--- src/rtl/mandel_pkg.sv ---
// Shared types, fixed-point constants and saturating arithmetic for the escape-time iterator.
// Constants are for the default 4.23 format; the core rederives them when FRAC differs.
package mandel_pkg;

  localparam int WIDTH_DEF  = 27;
  localparam int FRAC_DEF   = 23;
  localparam int ITER_W_DEF = 10;
  localparam int TAG_W_DEF  = 19;

  localparam longint ONE  = 64'sd1 <<< FRAC_DEF;
  localparam longint TWO  = ONE <<< 1;
  localparam longint FOUR = ONE <<< 2;

  typedef enum logic [2:0] {
    IDLE,
    SQ_R,
    SQ_I,
    CROSS,
    DONE
  } state_t;

  // Operands arrive sign-extended to 64 bits; the result is clamped to a w-bit signed range.
  function automatic logic signed [63:0] sat_add(input logic signed [63:0] a,
                                                 input logic signed [63:0] b,
                                                 input int                 w);
    logic signed [63:0] s;
    logic signed [63:0] mx;
    logic signed [63:0] mn;
    s  = a + b;
    mx = (64'sd1 <<< (w - 1)) - 64'sd1;
    mn = -(64'sd1 <<< (w - 1));
    if (s > mx)      sat_add = mx;
    else if (s < mn) sat_add = mn;
    else             sat_add = s;
  endfunction

endpackage

--- src/rtl/mandel_fx_mult.sv ---
// Combinational signed fixed-point multiply: full product, keep [FRAC+WIDTH-1:FRAC],
// saturate to the signed range and flag overflow when the dropped high bits are not sign copies.
module mandel_fx_mult #(
  parameter int WIDTH = 27,
  parameter int FRAC  = 23
) (
  input  logic signed [WIDTH-1:0] a,
  input  logic signed [WIDTH-1:0] b,
  output logic signed [WIDTH-1:0] p,
  output logic                    ovf
);

  localparam int HW = 2 * WIDTH - FRAC;
  localparam logic signed [WIDTH-1:0] MAXV = {1'b0, {(WIDTH-1){1'b1}}};
  localparam logic signed [WIDTH-1:0] MINV = {1'b1, {(WIDTH-1){1'b0}}};

  logic signed [HW-1:0] prod_hi;

  // Fraction bits are shifted out before narrowing, so every kept bit is either result or range check.
  assign prod_hi = HW'(((2*WIDTH)'(a) * (2*WIDTH)'(b)) >>> FRAC);

  assign ovf = (prod_hi[HW-1:WIDTH-1] != {(HW-WIDTH+1){prod_hi[HW-1]}});
  assign p   = ovf ? (prod_hi[HW-1] ? MINV : MAXV) : prod_hi[WIDTH-1:0];

endmodule

--- src/rtl/mandel_iter_core.sv ---
// Escape-time iterator z <= z^2 + c on one shared multiplier, 3 cycles per iteration;
// result appears 3*k+1 cycles after accept and is held in DONE until out_rdy.
module mandel_iter_core
  import mandel_pkg::*;
#(
  parameter int WIDTH  = WIDTH_DEF,
  parameter int FRAC   = FRAC_DEF,
  parameter int ITER_W = ITER_W_DEF,
  parameter int TAG_W  = TAG_W_DEF
) (
  input  logic                    clk,
  input  logic                    reset,
  input  logic                    in_val,
  output logic                    in_rdy,
  input  logic signed [WIDTH-1:0] in_c_r,
  input  logic signed [WIDTH-1:0] in_c_i,
  input  logic signed [WIDTH-1:0] in_z0_r,
  input  logic signed [WIDTH-1:0] in_z0_i,
  input  logic                    in_julia,
  input  logic [ITER_W-1:0]       in_max_iter,
  input  logic [TAG_W-1:0]        in_tag,
  output logic                    out_val,
  input  logic                    out_rdy,
  output logic [ITER_W-1:0]       out_iter,
  output logic                    out_escaped,
  output logic [TAG_W-1:0]        out_tag
);

  localparam longint ONE_M  = (FRAC == FRAC_DEF) ? ONE  : (64'sd1 <<< FRAC);
  localparam longint TWO_M  = (FRAC == FRAC_DEF) ? TWO  : (ONE_M <<< 1);
  localparam longint FOUR_M = (FRAC == FRAC_DEF) ? FOUR : (ONE_M <<< 2);

  localparam logic signed [WIDTH-1:0] TWO_W     = WIDTH'(TWO_M);
  localparam logic signed [WIDTH-1:0] NEG_TWO_W = WIDTH'(-TWO_M);
  localparam logic signed [WIDTH:0]   FOUR_W    = (WIDTH+1)'(FOUR_M);

  state_t state, state_nxt;

  logic signed [WIDTH-1:0] zr, zi, cr, ci;
  logic signed [WIDTH-1:0] zr_sq, zi_sq;
  logic                    sq_r_ovf, sq_i_ovf;
  logic [ITER_W-1:0]       n, cap, n_inc;
  logic [TAG_W-1:0]        tag;

  logic signed [WIDTH-1:0] mul_a, mul_b, mul_p;
  logic                    mul_ovf;

  logic signed [WIDTH:0]   mag_sum;
  logic                    z_big, escape, cap_hit;
  logic signed [WIDTH-1:0] diff_sq, cross2, zr_nxt, zi_nxt;

  // SQ_R: zr*zr, SQ_I: zi*zi, CROSS: zr*zi.
  assign mul_a = (state == SQ_I) ? zi : zr;
  assign mul_b = (state == SQ_R) ? zr : zi;

  mandel_fx_mult #(
    .WIDTH(WIDTH),
    .FRAC (FRAC)
  ) u_mult (
    .a  (mul_a),
    .b  (mul_b),
    .p  (mul_p),
    .ovf(mul_ovf)
  );

  // Escape is judged on z_n (the squares just registered), before z is advanced.
  assign mag_sum = (WIDTH+1)'(zr_sq) + (WIDTH+1)'(zi_sq);
  assign z_big   = (zr > TWO_W) || (zr < NEG_TWO_W) || (zi > TWO_W) || (zi < NEG_TWO_W);
  assign escape  = (mag_sum >= FOUR_W) || sq_r_ovf || sq_i_ovf || z_big;
  assign n_inc   = n + ITER_W'(1);
  assign cap_hit = (n_inc == cap);

  assign diff_sq = WIDTH'(sat_add(64'(zr_sq), -(64'(zi_sq)), WIDTH));
  assign cross2  = WIDTH'(sat_add(64'(mul_p), 64'(mul_p), WIDTH));
  assign zr_nxt  = WIDTH'(sat_add(64'(diff_sq), 64'(cr), WIDTH));
  assign zi_nxt  = WIDTH'(sat_add(64'(cross2), 64'(ci), WIDTH));

  assign in_rdy  = (state == IDLE) && !reset;
  assign out_val = (state == DONE);

  always_ff @(posedge clk or posedge reset) begin
    if (reset) state <= IDLE;
    else       state <= state_nxt;
  end

  always_comb begin
    state_nxt = state;
    case (state)
      IDLE:    if (in_val) state_nxt = SQ_R;
      SQ_R:    state_nxt = SQ_I;
      SQ_I:    state_nxt = CROSS;
      CROSS:   state_nxt = (escape || cap_hit) ? DONE : SQ_R;
      DONE:    if (out_rdy) state_nxt = IDLE;
      default: state_nxt = IDLE;
    endcase
  end

  always_ff @(posedge clk or posedge reset) begin
    if (reset) begin
      zr          <= '0;
      zi          <= '0;
      cr          <= '0;
      ci          <= '0;
      zr_sq       <= '0;
      zi_sq       <= '0;
      sq_r_ovf    <= 1'b0;
      sq_i_ovf    <= 1'b0;
      n           <= '0;
      cap         <= '0;
      tag         <= '0;
      out_iter    <= '0;
      out_escaped <= 1'b0;
      out_tag     <= '0;
    end else begin
      case (state)
        IDLE: begin
          if (in_val) begin
            cr  <= in_c_r;
            ci  <= in_c_i;
            zr  <= in_julia ? in_z0_r : '0;
            zi  <= in_julia ? in_z0_i : '0;
            cap <= (in_max_iter == '0) ? ITER_W'(1) : in_max_iter;
            tag <= in_tag;
            n   <= '0;
          end
        end
        SQ_R: begin
          zr_sq    <= mul_p;
          sq_r_ovf <= mul_ovf;
        end
        SQ_I: begin
          zi_sq    <= mul_p;
          sq_i_ovf <= mul_ovf;
        end
        CROSS: begin
          if (escape) begin
            out_iter    <= n;
            out_escaped <= 1'b1;
            out_tag     <= tag;
          end else begin
            zr <= zr_nxt;
            zi <= zi_nxt;
            n  <= n_inc;
            if (cap_hit) begin
              out_iter    <= n_inc;
              out_escaped <= 1'b0;
              out_tag     <= tag;
            end
          end
        end
        default: ;
      endcase
    end
  end

endmodule

--- config.mk ---
export PLATFORM = sky130hd
export DESIGN_NAME = mandel_iter_core
export DESIGN_NICKNAME = d
export VERILOG_FILES = /design/src/rtl/mandel_pkg.sv /design/src/rtl/mandel_fx_mult.sv /design/src/rtl/mandel_iter_core.sv
export SDC_FILE = /design/constraint.sdc
export NUM_CORES = 2
export LEC_CHECK = 0
export BUFFER_PORTS_ARGS = -buffer_cell sky130_fd_sc_hd__buf_2
export CAP_MARGIN = 10
export CORE_MARGIN = 8
export CORE_UTILIZATION = 35
export CTS_CLUSTER_SIZE = 20
export DETAILED_ROUTE_END_ITERATION = 12
export GPL_TIMING_DRIVEN = 0
export PLACE_DENSITY = 0.53
export SYNTH_ARGS = -nofsm -noshare
export SYNTH_HDL_FRONTEND = slang
export SYNTH_SLANG_ARGS = --single-unit
--- constraint.sdc ---
create_clock -name clk -period 17.84 [get_ports clk]
set_input_delay 3.568 -clock clk [delete_from_list [all_inputs] [get_ports clk]]
set_output_delay 3.568 -clock clk [all_outputs]
set_load 0.01 [all_outputs]
==> After elaboration in Yosys (flattened, before gate mapping) <==
Index checks and enable logic that the tools add are counted.
{ "totals": {"ff_bits": 236, "inputBits": 142, "word_cells": 96} }
{ "op_classes": {"addsub": 7, "n_mul": 1, "magnitude_cmp": 13, "n_eq_ne": 9, "muxes": 34, "reduce_logical": 17} }
{ "op_table": {"columns": ["cell", "count"], "rows": [
  ["$mux W27", 18],
  ["$add A27 B27 Y28", 4],
  ["$pmux W27 S2", 2],
  ["$gt A28 B27 Y1 const B", 3],
  ["$lt A28 B27 Y1 const B", 3],
  ["$add A27 B64 Y64", 1],
  ["$gt A64 B27 Y1 const B", 1],
  ["$lt A64 B27 Y1 const B", 1],
  ["$neg A27 Y64", 1],
  ["$gt A27 B26 Y1 const B", 2],
  ["$lt A27 B25 Y1 const B", 2],
  ["$mul A27 B27 Y54", 1],
  ["$mux W10", 5],
  ["$mux W19", 2],
  ["$ge A28 B27 Y1 const B", 1],
  ["$pmux W10 S2", 1],
  ["$pmux W3 S5", 1],
  ["$add A10 B1 Y10 const B", 1],
  ["$eq A10 B10 Y1", 1],
  ["$logic_not A10 Y1", 1],
  ["$mux W3", 3],
  ["$logic_or A1 B1 Y1", 7],
  ["$eq A3 B2 Y1 const B", 2],
  ["$reduce_and A2 Y1", 3],
  ["11 further kinds", 14]
]} }

==> Depth between registers and ports, before layout <==
{ "depth": {"word_depth": 15, "ltp_mapped": 53} }

==> Cells and area by module <==
A second synthesis with hierarchy kept.
{ "hier_totals": {"cells_unflattened": 4763, "hier_area_um2": 42509.5} }
{ "modules_own_cells": {"columns": ["mod", "instances", "cells_per_inst", "area_each_um2", "seq_area_each_um2"], "rows": [
  ["mandel_fx_mult", 1, 2951, 26481.6, 0.0],
  ["mandel_iter_core", 1, 1812, 16027.9, 5905.7]
]} }

==> Least setup slack after synthesis <==
Ideal clock, no wire load.
{ "synth_timing": {"kind": "register to register", "from": "register state[0]", "to": "register zi[10]", "setup_time_ns": 0.133, "arrival_time_ns": 11.795, "required_ns": 17.707, "slack_ns": 5.912, "stages_incl_launch_ff": 43, "path_buffers": 6, "period_less_slack_ns": 11.928, "path_cell_list": "dfrtp_1 buf_2 or3b_4 buf_4 buf_1 mux2i_1 nor2_1 fa_1 fa_1 inv_1 fa_1 inv_1 fa_1 fa_1 fa_1 fa_1 ha_1 clkbuf_1 (+7 left out) nand2_1 nor3_1 a21oi_1 buf_2 a21oi_1 ha_1 a21o_1 a21o_1 a211oi_1 nor3_1 o21ai_0 a21boi_0 or4b_2 a21oi_1 nor2_1 clkbuf_1 a221oi_1 o21ai_0"} }
{ "synth_between": {"elab_chain_cells": 15, "word_cells_on_any_way": 26, "classes_between": "add/sub: 2; mul: 1; order compare: 4; eq/ne: 6; mux: 10; reduce/logical: 3"} }
{ "synth_lines": {"columns": ["item", "line_no", "source"], "rows": [
  ["start: declaration", "mandel_iter_core.sv:37", "state_t state, state_nxt;"],
  ["start signal: assignment", "mandel_iter_core.sv:83", "else state <= state_nxt;"],
  ["$eq A3 B2 Y1 / $eq A3 B1 Y1 (equally long branches)", "mandel_iter_core.sv:53, mandel_iter_core.sv:54", null],
  ["$mux W27, on equally long branches", "mandel_iter_core.sv:53, mandel_iter_core.sv:54", null],
  ["$mul A27 B27 Y54", "mandel_fx_mult.sv:20", "assign prod_hi = HW'(((2*WIDTH)'(a) * (2*WIDTH)'(b)) >>> FRAC);"],
  ["$ne A4 B4 Y1 / $mux W27 (equally long branches)", "mandel_fx_mult.sv:22, mandel_fx_mult.sv:23", null],
  ["$mux W27", "mandel_fx_mult.sv:23", "assign p = ovf ? (prod_hi[HW-1] ? MINV : MAXV) : prod_hi[WIDTH-1:0];"],
  ["$add A27 B27 Y28", "mandel_pkg.sv:29", "s = a + b;"],
  ["$lt A28 B27 Y1", "mandel_pkg.sv:33", "else if (s < mn) sat_add = mn;"],
  ["$mux W27", "mandel_pkg.sv:33", null],
  ["$mux W27", "mandel_pkg.sv:32", "if (s > mx) sat_add = mx;"],
  ["$add A27 B27 Y28", "mandel_pkg.sv:29", null],
  ["$lt A28 B27 Y1", "mandel_pkg.sv:33", null],
  ["$mux W27", "mandel_pkg.sv:33", null],
  ["$mux W27", "mandel_pkg.sv:32", null],
  ["$mux W27", "mandel_iter_core.sv:136", "if (escape) begin"],
  ["$pmux W27 S2", "mandel_iter_core.sv:115", "case (state)"],
  ["end signal: assignment", "mandel_iter_core.sv:121", "zi <= in_julia ? in_z0_i : '0;"],
  ["end signal: assignment", "mandel_iter_core.sv:142", "zi <= zi_nxt;"],
  ["end: declaration", "mandel_iter_core.sv:39", "logic signed [WIDTH-1:0] zr, zi, cr, ci;"]
]} }
Parallel ways exist; a longest one is shown, timed or not. The select of a mux whose other input is x is not followed.
A chain may end at the register's enable or synchronous reset.

==> Final worst setup path <==
{ "layout_timing": {"from": "register state[0]", "to": "register zi[4]"} }
Same word-level chain as after synthesis.

==> out/metrics.json <==
{
  "clocking": {
    "tritoncts": "done",
    "cts_hold_repair.buffers": 0,
    "clock-root-buffer": "sky130_fd_sc_hd__clkbuf_16",
    "clock_insertion_delay_worst_skew_ns": 0.57,
    "number_of_buffers_inserted_by_post_cts_setup_repair": 0,
    "htree_levels": 1,
    "clock_sink_count": 236,
    "cts_buffers": 26,
    "clkSlewWorstSetupHoldPaths_ns": 0.07,
    "ctsLongestPathBuffers": 3,
    "post_cts.resized_instances": 0
  },
  "worst_setup_path": {
    "critical_path.endpoint_type": "register",
    "crit_required_ns": 18.27,
    "cp_top_family": "adder cells",
    "startpoint_type_of_the_worst_setup_path": "register",
    "critical_path.reg2reg.startpoint": "state[0]",
    "cpMaxStageDelayCell": "sky130_fd_sc_hd__buf_1",
    "critical_path_arrival_ns": 17.14,
    "cp_num_buf_inv": 11,
    "worst-r2r-cell-count": 46,
    "cp.depth": 46,
    "max_stage_delay_ns": 0.81,
    "crit_top_cell": "sky130_fd_sc_hd__fa_1",
    "worstPathMaxFanout": 10,
    "critical_path_class": "reg2reg",
    "cp-startpoint": "state[0]"
  },
  "timing": {
    "setup_repair_after_global_routing_missed_its_margin": "no",
    "setup-violations-final": 0,
    "maxSlewViolCount": 0,
    "headroom_to_the_max_slew_limit_pct": 7.02,
    "final_period_minus_worst_setup_slack_ns": 16.71,
    "actual_slew_at_the_worst_max_slew_pin_ns": 1.39,
    "final_min_period_over_clock_period_pct": 93.7,
    "timing_hold_violations_final": 0,
    "worst_clock_skew_ns": 0.0153,
    "maximum_achievable_frequency_ghz": 0.0598,
    "timing.setup.tns_ns": 0
  },
  "min_path": {
    "worst_hold_path_stage_count": 2,
    "worstHoldPathType": "reg2reg",
    "hold_start": "tag[8]"
  },
  "logic_synthesis": {
    "synthesis.yosys.warnings": 0,
    "synthesized_instance_count": 4928,
    "synth_top_area_cell": "sky130_fd_sc_hd__fa_1",
    "postSynth.asyncResetShare_pct": 100,
    "netlist.area_leader.share_pct": 36.4,
    "post_synth_and_or_nand_nor_area_fraction_pct": 15.7,
    "synthXorXnorAreaFrac_pct": 2.82,
    "synth_cell_types": 84,
    "synthesis.area_per_instance_um2": 8.60,
    "post_synth_fa_ha_maj_area_fraction_pct": 44.1,
    "dominantRegCellSynth": "sky130_fd_sc_hd__dfrtp_1",
    "main_combinational_cell_family_by_area_after_synthesis": "adder cells",
    "synth_edf_count": 0,
    "synth_seq_cells": 236,
    "syn-cell-area_um2": 42400,
    "synth_compound_area_share_pct": 11.0,
    "synth.top_cells.by_area": "sky130_fd_sc_hd__fa_1 (36%), sky130_fd_sc_hd__dfrtp_1 (14%), sky130_fd_sc_hd__nand2_1 (8.5%)",
    "synth_fp_nets": 6102,
    "synth_mux_area_share_pct": 2.41,
    "seq_area_frac_synth_pct": 13.9
  },
  "drt": {
    "drtPass1Iterations": 6,
    "routedWlPerCell_um": 23.6,
    "route.vias.total": 35700,
    "postRouteWirelength_mm": 160,
    "final_antenna_net_count": 0,
    "route.detailed.drc": 0,
    "dr.first_iter.drc_count": 3204,
    "detail_route.vias_per_cell": 5.26
  },
  "global_routing": {
    "grt_overflow_total": 0,
    "first_pass_grt_wire_length_mm": 239,
    "grtUsageTotal_pct": 24.0,
    "grt_antenna_before_repair": 9,
    "grt_max_degree": 90,
    "via_count_of_the_first_global_routing_pass": 36700
  },
  "finish": {
    "final.fill_count": 12400,
    "final_layout_size_suffix_gt1_share_pct": 6.77,
    "most_common_library_cell_in_the_layout_ignoring_fill_and_taps": "sky130_fd_sc_hd__nand2_1",
    "design.final.nets": 6325,
    "seq_area_um2": 5910,
    "multiInputGateArea_um2": 32300,
    "most-common-layout-cells": "sky130_fd_sc_hd__nand2_1 (955), sky130_fd_sc_hd__inv_1 (912), sky130_fd_sc_hd__fa_1 (770)",
    "areaGrowthSynthToFinish_pct": 9.80
  },
  "die": {
    "start_util_pct": 35.3,
    "die_area_um2": 132000,
    "ios": 174,
    "core_region_area_um2": 120000,
    "placementRows": 127,
    "die_x_um": 364,
    "die_h_um": 364
  },
  "run": {
    "drv_cap": 0
  },
  "status": {
    "status": "complete, no violations"
  },
  "placed_design": {
    "port_buffers": 173,
    "half_perimeter_wire_length_after_placement_mm": 137,
    "gp_weighted_congestion": 1.00
  }
}
layout make-up:
cell class              count  share of cell area [%]
multi-input cells        3569                    69.3
flip-flops and latches    236                    12.7
inverters                 914                    7.39
well taps                1612                    4.33
repair buffers            195                    2.42
plain buffers             209                    1.77
clock buffers              33                    1.58
clock inverters            15                   0.454
diodes                      3                  0.0161
path summary, 6_finish.rpt:
kind                            slack, ns       end
min in group asynchronous            3.04  state[2]
worst min-delay path                 0.47    tag[8]
worst min register to register       0.47    tag[8]
max in group asynchronous           13.94  state[1]
worst max-delay path                 1.13     zi[4]
worst max register to register       1.13     zi[4]
Yosys cell counts (8+ instances only):
master                     number
sky130_fd_sc_hd__nand2_1      955
sky130_fd_sc_hd__inv_1        913
sky130_fd_sc_hd__fa_1         770
sky130_fd_sc_hd__nor2_1       393
sky130_fd_sc_hd__ha_1         262
sky130_fd_sc_hd__dfrtp_1      236
sky130_fd_sc_hd__a21oi_1      193
sky130_fd_sc_hd__clkbuf_1     179
sky130_fd_sc_hd__o21ai_0      127
sky130_fd_sc_hd__xnor2_1       93
sky130_fd_sc_hd__a21o_1        74
sky130_fd_sc_hd__mux2i_1       57
sky130_fd_sc_hd__o21ai_1       49
sky130_fd_sc_hd__mux2_2        38
sky130_fd_sc_hd__xor2_1        38
sky130_fd_sc_hd__a221oi_1      35
sky130_fd_sc_hd__nand2b_1      35
sky130_fd_sc_hd__nand3_1       34
sky130_fd_sc_hd__o21bai_1      28
sky130_fd_sc_hd__nand4_1       25
sky130_fd_sc_hd__nor3_1        25
sky130_fd_sc_hd__a211oi_1      24
sky130_fd_sc_hd__nor2b_1       24
sky130_fd_sc_hd__a31oi_1       21
sky130_fd_sc_hd__nor4_1        21
sky130_fd_sc_hd__o21a_1        18
sky130_fd_sc_hd__and2_1        17
sky130_fd_sc_hd__and3_1        17
sky130_fd_sc_hd__buf_2         17
sky130_fd_sc_hd__a221o_1       16
sky130_fd_sc_hd__a22oi_1       15
sky130_fd_sc_hd__o31ai_1       12
sky130_fd_sc_hd__and4_1         9
sky130_fd_sc_hd__o211ai_1       9
sky130_fd_sc_hd__buf_1          8
sky130_fd_sc_hd__o311ai_1       8
sky130_fd_sc_hd__or4_1          8
logic make-up (layout without fill, tap and decap cells):
family          count (synthesis)  after routing
mux                            96             96
xor+xnor                      134            134
other cells                     0              3
flops                         236            236
compound gates                712            712
fa+ha+maj                    1032           1032
simple gates                 1595           1595
buf+inv                      1123           1366
registers in the layout (all words and copies together) (netlist names):
register,cells
sq_r_ovf,1
out_escaped,1
cr,27
out_tag,19
tag,19
zr_sq,27
out_iter,10
state,3
zr,27
zi,27
zi_sq,27
n,10
cap,10
ci,27
sq_i_ovf,1
routing by layer:
metal  routed length [µm]  vias up  GRT usage [%]
met3                13900      317           5.16
met1                67400    18100           32.4
met5                   51        -              0
li1                     -    15800              -
met4                 8250        8           9.74
met2                70800     1499           37.5
tightest hold or removal path, cell delays in order (launching register included):
cell,delay [ns]
sky130_fd_sc_hd__dfrtp_1,0.34
sky130_fd_sc_hd__nand2_1,0.05
sky130_fd_sc_hd__nand2_1,0.05
stage by stage:
stage	worst slack, ns	cells	util, %	cell area [µm²]	hold slack, ns
floorplan	5.91	4928	-	42400	0.440
global route	0.347	6783	38.8	46500	0.490
CTS	1.48	6782	38.8	46500	0.474
global placement	1.30	6713	37.7	45300	0.453
finish	1.13	6786	38.8	46500	0.470
detailed placement	1.58	6734	38.0	45600	0.459
Power is left out: the tool's default activity adds up to more than one toggle a clock period on the data nets, which glitch-free logic cannot reach.
